### src/rtl/idecode_pkg.sv
// Shared instruction-format definitions (package bexkat1Def): field slices and the long-form flag bit.
// Optional read bypass in the register file is selected by BEXKAT1_RF_BYPASS_EN.
package bexkat1Def;

  localparam int IR_W        = 64;
  localparam int TYPE_HI     = 31;
  localparam int TYPE_LO     = 28;
  localparam int OPCODE_HI   = 27;
  localparam int OPCODE_LO   = 24;
  localparam int RA_HI       = 23;
  localparam int RA_LO       = 20;
  localparam int RB_HI       = 19;
  localparam int RB_LO       = 16;
  localparam int RC_HI       = 15;
  localparam int RC_LO       = 12;
  localparam int LONG_BIT    = 0;

  // Long form carries a full 32-bit immediate in the upper word; short form packs 15 bits above the flag.
  function automatic logic [31:0] decode_imm(input logic [IR_W-1:0] ir);
    if (ir[LONG_BIT])
      return ir[63:32];
    else
      return {{17{ir[15]}}, ir[15:1]};
  endfunction

endpackage

### src/rtl/idecode_if.sv
// Writeback bus into the decode stage register file.
// wb_we_i qualifies wb_addr_i/wb_data_i in the same cycle; there is no backpressure, the write always lands.
interface idecode_if #(
  parameter int RF_AWIDTH = 4
);
  logic                 wb_we_i;
  logic [RF_AWIDTH-1:0] wb_addr_i;
  logic [31:0]          wb_data_i;

  modport master (output wb_we_i, wb_addr_i, wb_data_i);
  modport slave  (input  wb_we_i, wb_addr_i, wb_data_i);
endinterface

### src/rtl/idecode_registerfile.sv
// Register file: two asynchronous read ports, one synchronous write port, all entries cleared on reset.
// Defining BEXKAT1_RF_BYPASS_EN makes a same-cycle write visible on the read ports (write-first).
module registerfile #(
  parameter int RF_AWIDTH = 4
) (
  input  logic                 clk_i,
  input  logic                 rst_i,
  input  logic                 we_i,
  input  logic [RF_AWIDTH-1:0] waddr_i,
  input  logic [31:0]          wdata_i,
  input  logic [RF_AWIDTH-1:0] raddr_a_i,
  input  logic [RF_AWIDTH-1:0] raddr_b_i,
  output logic [31:0]          rdata_a_o,
  output logic [31:0]          rdata_b_o
);

  localparam int DEPTH = 2 ** RF_AWIDTH;

  logic [31:0] regs [DEPTH];

  always_ff @(posedge clk_i or posedge rst_i) begin
    if (rst_i) begin
      for (int i = 0; i < DEPTH; i++) regs[i] <= '0;
    end else if (we_i) begin
      regs[waddr_i] <= wdata_i;
    end
  end

`ifdef BEXKAT1_RF_BYPASS_EN
  assign rdata_a_o = (we_i && (waddr_i == raddr_a_i)) ? wdata_i : regs[raddr_a_i];
  assign rdata_b_o = (we_i && (waddr_i == raddr_b_i)) ? wdata_i : regs[raddr_b_i];
`else
  assign rdata_a_o = regs[raddr_a_i];
  assign rdata_b_o = regs[raddr_b_i];
`endif

endmodule

### src/rtl/idecode.sv
// Instruction decode stage: one registered stage with flush, hold, load-use hazard bubble and register read.
// Register file read bypass is enabled by defining BEXKAT1_RF_BYPASS_EN.
module idecode
  import bexkat1Def::*;
#(
  parameter int RF_AWIDTH = 4
) (
  input  logic                 clk_i,
  input  logic                 rst_i,
  input  logic [63:0]          ir_i,
  input  logic [31:0]          pc_i,
  input  logic                 pc_set_i,
  input  logic                 stall_i,
  output logic                 stall_o,
  input  logic                 exe_we_i,
  input  logic                 mem_we_i,
  input  logic [RF_AWIDTH-1:0] exe_dst_i,
  input  logic [RF_AWIDTH-1:0] mem_dst_i,
  idecode_if.slave             wb,
  output logic [63:0]          ir_o,
  output logic [31:0]          pc_o,
  output logic [31:0]          a_val_o,
  output logic [31:0]          b_val_o,
  output logic [31:0]          imm_o,
  output logic [RF_AWIDTH-1:0] dst_o,
  output logic                 valid_o
);

  logic [RF_AWIDTH-1:0] ra, rb, rc;
  logic [31:0]          rf_a, rf_b;
  logic                 ir_live;
  logic                 exe_hit, mem_hit, hazard;

  assign ra = RF_AWIDTH'(ir_i[RA_HI:RA_LO]);
  assign rb = RF_AWIDTH'(ir_i[RB_HI:RB_LO]);
  assign rc = RF_AWIDTH'(ir_i[RC_HI:RC_LO]);

  // A bubble has no real sources, so it must never raise a hazard.
  assign ir_live = (ir_i != '0);
  assign exe_hit = exe_we_i && ((exe_dst_i == rb) || (exe_dst_i == rc));
  assign mem_hit = mem_we_i && ((mem_dst_i == rb) || (mem_dst_i == rc));
  assign hazard  = ir_live && (exe_hit || mem_hit);
  assign stall_o = hazard && !pc_set_i;

  registerfile #(.RF_AWIDTH(RF_AWIDTH)) u_rf (
    .clk_i     (clk_i),
    .rst_i     (rst_i),
    .we_i      (wb.wb_we_i),
    .waddr_i   (wb.wb_addr_i),
    .wdata_i   (wb.wb_data_i),
    .raddr_a_i (rb),
    .raddr_b_i (rc),
    .rdata_a_o (rf_a),
    .rdata_b_o (rf_b)
  );

  // Priority: flush > hold > hazard bubble > advance. Held operands stay frozen even if wb rewrites the source.
  always_ff @(posedge clk_i or posedge rst_i) begin
    if (rst_i) begin
      ir_o    <= '0;
      pc_o    <= '0;
      a_val_o <= '0;
      b_val_o <= '0;
      imm_o   <= '0;
      dst_o   <= '0;
      valid_o <= 1'b0;
    end else if (pc_set_i) begin
      ir_o    <= '0;
      valid_o <= 1'b0;
    end else if (stall_i) begin
      ir_o    <= ir_o;
      valid_o <= valid_o;
    end else if (hazard) begin
      ir_o    <= '0;
      valid_o <= 1'b0;
    end else begin
      ir_o    <= ir_i;
      pc_o    <= pc_i;
      a_val_o <= rf_a;
      b_val_o <= rf_b;
      imm_o   <= decode_imm(ir_i);
      dst_o   <= ra;
      valid_o <= ir_live;
    end
  end

endmodule
### src/flat_wrapper.sv
// flat-port wrapper written by rule: the top's interface ports become plain ports
module idecode_flat import bexkat1Def::*;
#(
  parameter int RF_AWIDTH = 4
)
  (clk_i, rst_i, ir_i, pc_i, pc_set_i, stall_i, stall_o, exe_we_i, mem_we_i, exe_dst_i, mem_dst_i, ir_o, pc_o, a_val_o, b_val_o, imm_o, dst_o, valid_o, wb_wb_we_i, wb_wb_addr_i, wb_wb_data_i);
  idecode_if #(.RF_AWIDTH(RF_AWIDTH)) wb_i ();
  input  logic clk_i;
  input  logic rst_i;
  input  logic [63:0] ir_i;
  input  logic [31:0] pc_i;
  input  logic pc_set_i;
  input  logic stall_i;
  output logic stall_o;
  input  logic exe_we_i;
  input  logic mem_we_i;
  input  logic [RF_AWIDTH-1:0] exe_dst_i;
  input  logic [RF_AWIDTH-1:0] mem_dst_i;
  output logic [63:0] ir_o;
  output logic [31:0] pc_o;
  output logic [31:0] a_val_o;
  output logic [31:0] b_val_o;
  output logic [31:0] imm_o;
  output logic [RF_AWIDTH-1:0] dst_o;
  output logic valid_o;
  input wire logic [$bits(wb_i.wb_we_i)-1:0] wb_wb_we_i;
  input wire logic [$bits(wb_i.wb_addr_i)-1:0] wb_wb_addr_i;
  input wire logic [$bits(wb_i.wb_data_i)-1:0] wb_wb_data_i;
  assign wb_i.wb_we_i = wb_wb_we_i;
  assign wb_i.wb_addr_i = wb_wb_addr_i;
  assign wb_i.wb_data_i = wb_wb_data_i;
  idecode #(.RF_AWIDTH(RF_AWIDTH)) u_core (.clk_i(clk_i), .rst_i(rst_i), .ir_i(ir_i), .pc_i(pc_i), .pc_set_i(pc_set_i), .stall_i(stall_i), .stall_o(stall_o), .exe_we_i(exe_we_i), .mem_we_i(mem_we_i), .exe_dst_i(exe_dst_i), .mem_dst_i(mem_dst_i), .wb(wb_i), .ir_o(ir_o), .pc_o(pc_o), .a_val_o(a_val_o), .b_val_o(b_val_o), .imm_o(imm_o), .dst_o(dst_o), .valid_o(valid_o));
endmodule
### config.mk
export PLATFORM = sky130hd
export DESIGN_NAME = idecode_flat
export DESIGN_NICKNAME = d
export VERILOG_FILES = /design/src/rtl/idecode_pkg.sv /design/src/rtl/idecode_if.sv /design/src/rtl/idecode_registerfile.sv /design/src/rtl/idecode.sv /design/src/flat_wrapper.sv
export SDC_FILE = /design/constraint.sdc
export NUM_CORES = 1
export LEC_CHECK = 0
export CAP_MARGIN = 20
export CORE_MARGIN = 8
export CORE_UTILIZATION = 62
export CTS_CLUSTER_SIZE = 10
export DETAILED_ROUTE_END_ITERATION = 8
export GPL_TIMING_DRIVEN = 0
export PLACE_DENSITY = 0.82
export SYNTH_ARGS = -nofsm -noshare
export SYNTH_HDL_FRONTEND = slang
export SYNTH_HIERARCHICAL = 1
export SYNTH_SLANG_ARGS = --single-unit
export TNS_END_PERCENT = 50
### constraint.sdc
create_clock -name clk_i -period 34.4 [get_ports clk_i]
set_input_delay 8.6 -clock clk_i [delete_from_list [all_inputs] [get_ports clk_i]]
set_output_delay 8.6 -clock clk_i [all_outputs]
set_load 0.005 [all_outputs]
==> results of run 1 <==
## routing by layer
metal	vias up	global-route usage (%)	share of wire [%]
met4	6	18.8	5.5
met1	13073	44.0	35
met5	-	0	0.037
li1	9843	-	-
met2	1732	55.1	47
met3	414	10.4	12
## power by group
group,internal (mW),switching (mW),leakage [nW]
Sequential,1.03,0.139,8.78
Combinational,0.389,0.240,7.70
Clock,0.435,0.327,1.07
## final cells by class
cell class,instances,area [um^2]
Sequential cell,709,17700
Multi-Input combinational cell,1405,16100
Fill cell,3469,14400
Timing Repair Buffer,348,3590
Clock buffer,93,2160
Buffer,228,1100
Tap cell,756,946
Inverter,27,116
Clock inverter,2,25.0
Antenna cell,5,12.5
## final timing paths
kind                       cells after the start                           endpoint  slack, ps                               from
setup / recovery                              10                            stall_o      13810                           ir_i[15]
hold / removal                                 2        u_core/ir_o[52]$_DFFE_PP0P_        480        u_core/ir_o[52]$_DFFE_PP0P_
hold reg to reg                                2        u_core/ir_o[52]$_DFFE_PP0P_        480        u_core/ir_o[52]$_DFFE_PP0P_
min in group asynchronous                      2  u_core/u_rf/regs[504]$_DFFE_PP0P_       8530                              rst_i
setup reg to reg                               4     u_core/a_val_o[27]$_DFFE_PP0P_      32460  u_core/u_rf/regs[443]$_DFFE_PP0P_
max in group asynchronous                      5  u_core/u_rf/regs[324]$_DFFE_PP0P_      23880                              rst_i
## cell families after synthesis
logic type	after synthesis	synth area share, %
DFF	709	50.7
muxes	882	36.9
buffers and inverters	255	3.42
AOI/OAI and AO/OA	278	5.23
xor gates and xnor gates	16	0.400
and+or+nand+nor	229	3.44
## state kept, by name, indices dropped and copies added (netlist names)
name and cells:
u_core/pc_o 32, u_core/b_val_o 32, u_core/dst_o 4, u_core/valid_o 1, u_core/a_val_o 32, u_core/ir_o 64, u_core/u_rf/regs 512, u_core/imm_o 32
## worst max-delay path, cell delays in order
cell,delay (ps)
clkdlybuf4s50_1,810
xor2_1,340
nor4_1,270
o21ai_0,240
a21oi_2,430
buf_6,210
buf_6,150
buf_2,260
and2_1,170
clkdlybuf4s50_1,510
## cell usage after synthesis (15+ instances only)
cell type,count,area (um^2)
o21ai_0,65,325
mux2_1,17,191
mux2_2,565,6360
clkbuf_1,124,465
buf_6,15,169
mux4_2,256,5770
inv_1,27,101
a22oi_1,128,961
xor2_1,16,140
nand2_1,127,477
a21oi_1,53,265
o41ai_1,24,210
dfrtp_1,709,17700
nor4_1,20,125
or3b_1,30,263
buf_2,78,390
mux2_4,30,450
## per-stage QoR
| stage | setup slack, ps | std cells | instance area, um^2 | hold slack [ps] |
|---|---|---|---|---|
| after floorplan | 11500 | 2369 | 35000 | 467 |
| after global placement | 6530 | 3464 | 39400 | 456 |
| after detailed placement | 13940 | 3470 | 39500 | 467 |
| after CTS | 13880 | 3565 | 41700 | 479 |
| after global routing | 13690 | 3569 | 41800 | 496 |
| final | 13810 | 3573 | 41800 | 480 |
==> metrics.yaml, run 1 <==
status: "finished, final reports clean"
postCtsSetupRepairBufs: 0
final_common_cell: "dfrtp_1"
drive_above_1_share_pct: 37.8
cts_tree: "done"
portBuffers: 339
antenna_found_initial: 6
most-common-layout-cells: "dfrtp_1, mux2_2, clkdlybuf4s50_1"
io-pin-count: 345
hold_path_class: "reg -> reg"
via_per_inst: 7.02
drv_slew: 0
vdd_drop_max_uv: 51.8
syn_area_mm2: 0.0350
die-area_mm2: 0.0644
clk_pin_slew_ps: 50
worstSetupStartpointType: "input port"
fp.dieH_um: 254
critPathMaxFanout: 10
synth_seq_cells: 709
cts_max_level: 3
syn_inst: 2369
fin_tns_setup_ps: 0
synth_cell_types: 41
rsz0062_at_grt: "false"
coreArea_mm2: 0.0562
crit_arrival_ps: 11990
setup_viol: 0
drv_cap: 0
cts.repair.resized: 0
fin_crit_ps: 20590
initial_core_util_pct: 62.4
dp_hpwl_um: 77800
area_growth_pct: 19.2
worst-endpoint-required_ps: 25800
grt_usage_pct: 35.0
worst_pin_slew_ps: 1210
drc_errors: 0
hold_viol_final: 0
clk-insertion-delay-late_ps: 640
p_leak_nw: 17.5
p_per_area_mw_per_mm2: 61.2
die_width_um: 254
avgSynthCellArea_um2: 14.8
grt_pass1_wl_um: 168000
clock_sinks: 709
post_drt_wl_per_cell_um: 31.7
place.gp.congestion: 0.942
async_reset_ff_share_pct: 100
cts_hold_buf: 0
relSlewSlack_pct: 19.3
utilization_pct: 74.4
syn-num-nets: 2516
rows: 87
wirelength_um: 113000
dr.pass1.iters: 8
drtIter0Drc: 2957
num_vias: 25068
fin_skew_ps: 31.4
root_buffer: "clkbuf_16"
fmax_mhz: 48.6
total_power_mw: 2.55
overflow: 0
grt_max_degree: 133
layout.nets: 2947
worstSetupEndpointType: "primary output"
cts_buffers: 81
grt_pass1_vias: 26344
clockBufferDepth: 3
critPathKind: "in -> out"
finalCritPeriodShare_pct: 59.8
synth_seq_area_share_pct: 50.7
yosys_warnings: 6
ys.flop_type: "dfrtp_1"
synth_edf_count: 0
drtAntennaViolNets: 0
Note: power is estimated with default switching activity, not from simulation.
==> inputs of run 2 (changes only) <==
CORE_UTILIZATION = 58   (was 62)
PLACE_DENSITY = 0.77   (was 0.82)
clock period = 20.7 ns   (was 34.4 ns; I/O delays follow)
==> metrics.yaml, run 2 (synthesis results as in run 1) <==
grt_max_degree: 138  # +3.8%
worstPathCellList: "clkdlybuf4s50_1 -> xor2_1 -> nor4_1 -> o21ai_0 -> a21oi_2 -> buf_6 -> buf_6 -> buf_2 -> and2_1 -> clkdlybuf4s50_1"
fmax_mhz: 72.9
die_width_um: 262  # +3.2%
critPathMaxFanout: 10  # unchanged
grt_usage_pct: 33.4  # -1.7 points
postCtsSetupRepairBufs: 0  # unchanged
total_power_mw: 4.24  # +66%
portBuffers: 339  # unchanged
grt_pass1_wl_um: 168000  # about the same
rsz0062_at_grt: "false"
p_per_area_mw_per_mm2: 101  # +66%
cpMaxStageDelayCell: "clkdlybuf4s50_1"
finalCritPeriodShare_pct: 66.3
grt_pass1_vias: 25658  # -2.6%
dpl_cell_area_mm2: 0.0396  # +0.12%
drive_above_1_share_pct: 37.8  # -0.050 points
drv_slew: 0  # unchanged
worst-endpoint-required_ps: 15530  # -10270 ps
post_drt_wl_per_cell_um: 31.7  # +0.24%
crit_arrival_ps: 8540  # -3450 ps
setup_viol: 0  # unchanged
fp.dieH_um: 262  # +3.2%
fin_tns_setup_ps: 0  # unchanged
status: "finished, final reports clean"
reg.largest.list: "u_core/u_rf/regs (512), u_core/ir_o (64)"
final_area_mm2: 0.0419  # +0.22%
cp_slowest_stage_delay_ps: 830  # +20 ps
via_per_inst: 6.81  # -3.0%
largest_reg_flops: 512  # unchanged
hold-worst-slack_ps: 489  # +8.81 ps
num_vias: 24585  # -1.9%
wirelength_um: 115000  # +1.3%
drtAntennaViolNets: 0  # unchanged
worst_pin_slew_ps: 1260  # +49.3 ps
dp_hpwl_um: 77700  # -0.10%
most-common-layout-cells: "dfrtp_1, mux2_2, clkdlybuf4s50_1"
hold_viol_final: 0  # unchanged
io-pin-count: 345  # unchanged
fin_skew_ps: 19.9  # -11.5 ps
antenna_found_initial: 10  # +4
worstSetupStartpointType: "input port"
cts_hold_buf: 0  # unchanged
p_leak_nw: 17.6  # +0.13%
clock_sinks: 709  # unchanged
clk_pin_slew_ps: 50  # about the same
root_buffer: "clkbuf_16"
fin_crit_ps: 13720
cts_buffers: 82  # +1.2%
layout.nets: 2948  # +0.034%
coreArea_mm2: 0.0600  # +6.9%
initial_core_util_pct: 58.4  # -4.0 points
place.gp.congestion: 0.924  # -1.9%
dr.pass1.iters: 7  # -1
drc_errors: 0  # unchanged
worstSetupEndpointType: "primary output"
top_register: "u_core/u_rf/regs"
cts_tree: "done"
vdd_drop_max_uv: 73.6  # +42%
rows: 90  # +3.4%
hold_path_class: "reg -> reg"
cts_max_level: 3  # unchanged
cts.repair.resized: 0  # unchanged
relSlewSlack_pct: 16.0  # -3.3 points
drtIter0Drc: 3001  # +1.5%
overflow: 0  # unchanged
critPathKind: "in -> out"
clk-insertion-delay-late_ps: 630  # about the same
area_growth_pct: 19.5
drv_cap: 0  # unchanged
final_common_cell: "dfrtp_1"
die-area_mm2: 0.0685  # +6.5%
fill_cells: 3993  # +15%
clockBufferDepth: 3  # unchanged
run 2: layer usage:
metal  up-vias  track usage, %  part of all wire (%)
met2      1479            52.6                    48
met1     12853            42.5                    37
met5         -               0                  0.10
met3       363            9.81                    11
met4        10            15.8                   4.9
li1       9880               -                     -
run 2: metrics by stage:
| step | setup slack [ps] | util (%) | instances |
|---|---|---|---|
| 2_1_floorplan | 1230 | - | 2369 |
| 3_3_place_gp | -3920 | 65.6 | 3490 |
| 3_5_place_dp | 7020 | 65.9 | 3497 |
| 4_1_cts | 7020 | 69.7 | 3601 |
| 5_1_grt | 6870 | 69.7 | 3603 |
| 6_report | 6980 | 69.7 | 3611 |
run 2: final cells by class:
class                      count  area, um^2  share of cell area [%]
buffer                       228        1100                    2.62
antenna                        8        20.0                  0.0478
inverter                      27         116                   0.278
multi-input combinational   1405       16100                    38.4
clock inverter                 3        22.5                  0.0538
clock buffer                 101        2210                    5.27
sequential                   709       17700                    42.4
tap                          782         978                    2.34
timing repair buffer         348        3590                    8.58
run 2: report_power, final:
group	switching, mW	internal [mW]
Clock	0.542	0.737
Sequential	0.223	1.70
Combinational	0.392	0.646
Total	1.16	3.09
run 2: critical path, delay by kind of cell:
| family | cells | cell delay [ps] |
|---|---|---|
| AO/OA/AOI/OAI | 2 | 580 |
| XOR/XNOR | 1 | 340 |
| buffers and inverters | 5 | 1930 |
| AND/OR/NAND/NOR | 2 | 500 |
run 2: final timing paths:
kind | startpoint | slack (ps) | end | depth (start not counted)
worst min register to register | u_core/ir_o[48]$_DFFE_PP0P_ | 490 | u_core/ir_o[48]$_DFFE_PP0P_ | 2
min in group asynchronous | rst_i | 5150 | u_core/u_rf/regs[504]$_DFFE_PP0P_ | 2
worst min-delay path | u_core/ir_o[48]$_DFFE_PP0P_ | 490 | u_core/ir_o[48]$_DFFE_PP0P_ | 2
worst max register to register | u_core/u_rf/regs[443]$_DFFE_PP0P_ | 18780 | u_core/a_val_o[27]$_DFFE_PP0P_ | 4
max in group asynchronous | rst_i | 13920 | u_core/u_rf/regs[70]$_DFFE_PP0P_ | 4
worst max-delay path | ir_i[15] | 6980 | stall_o | 10
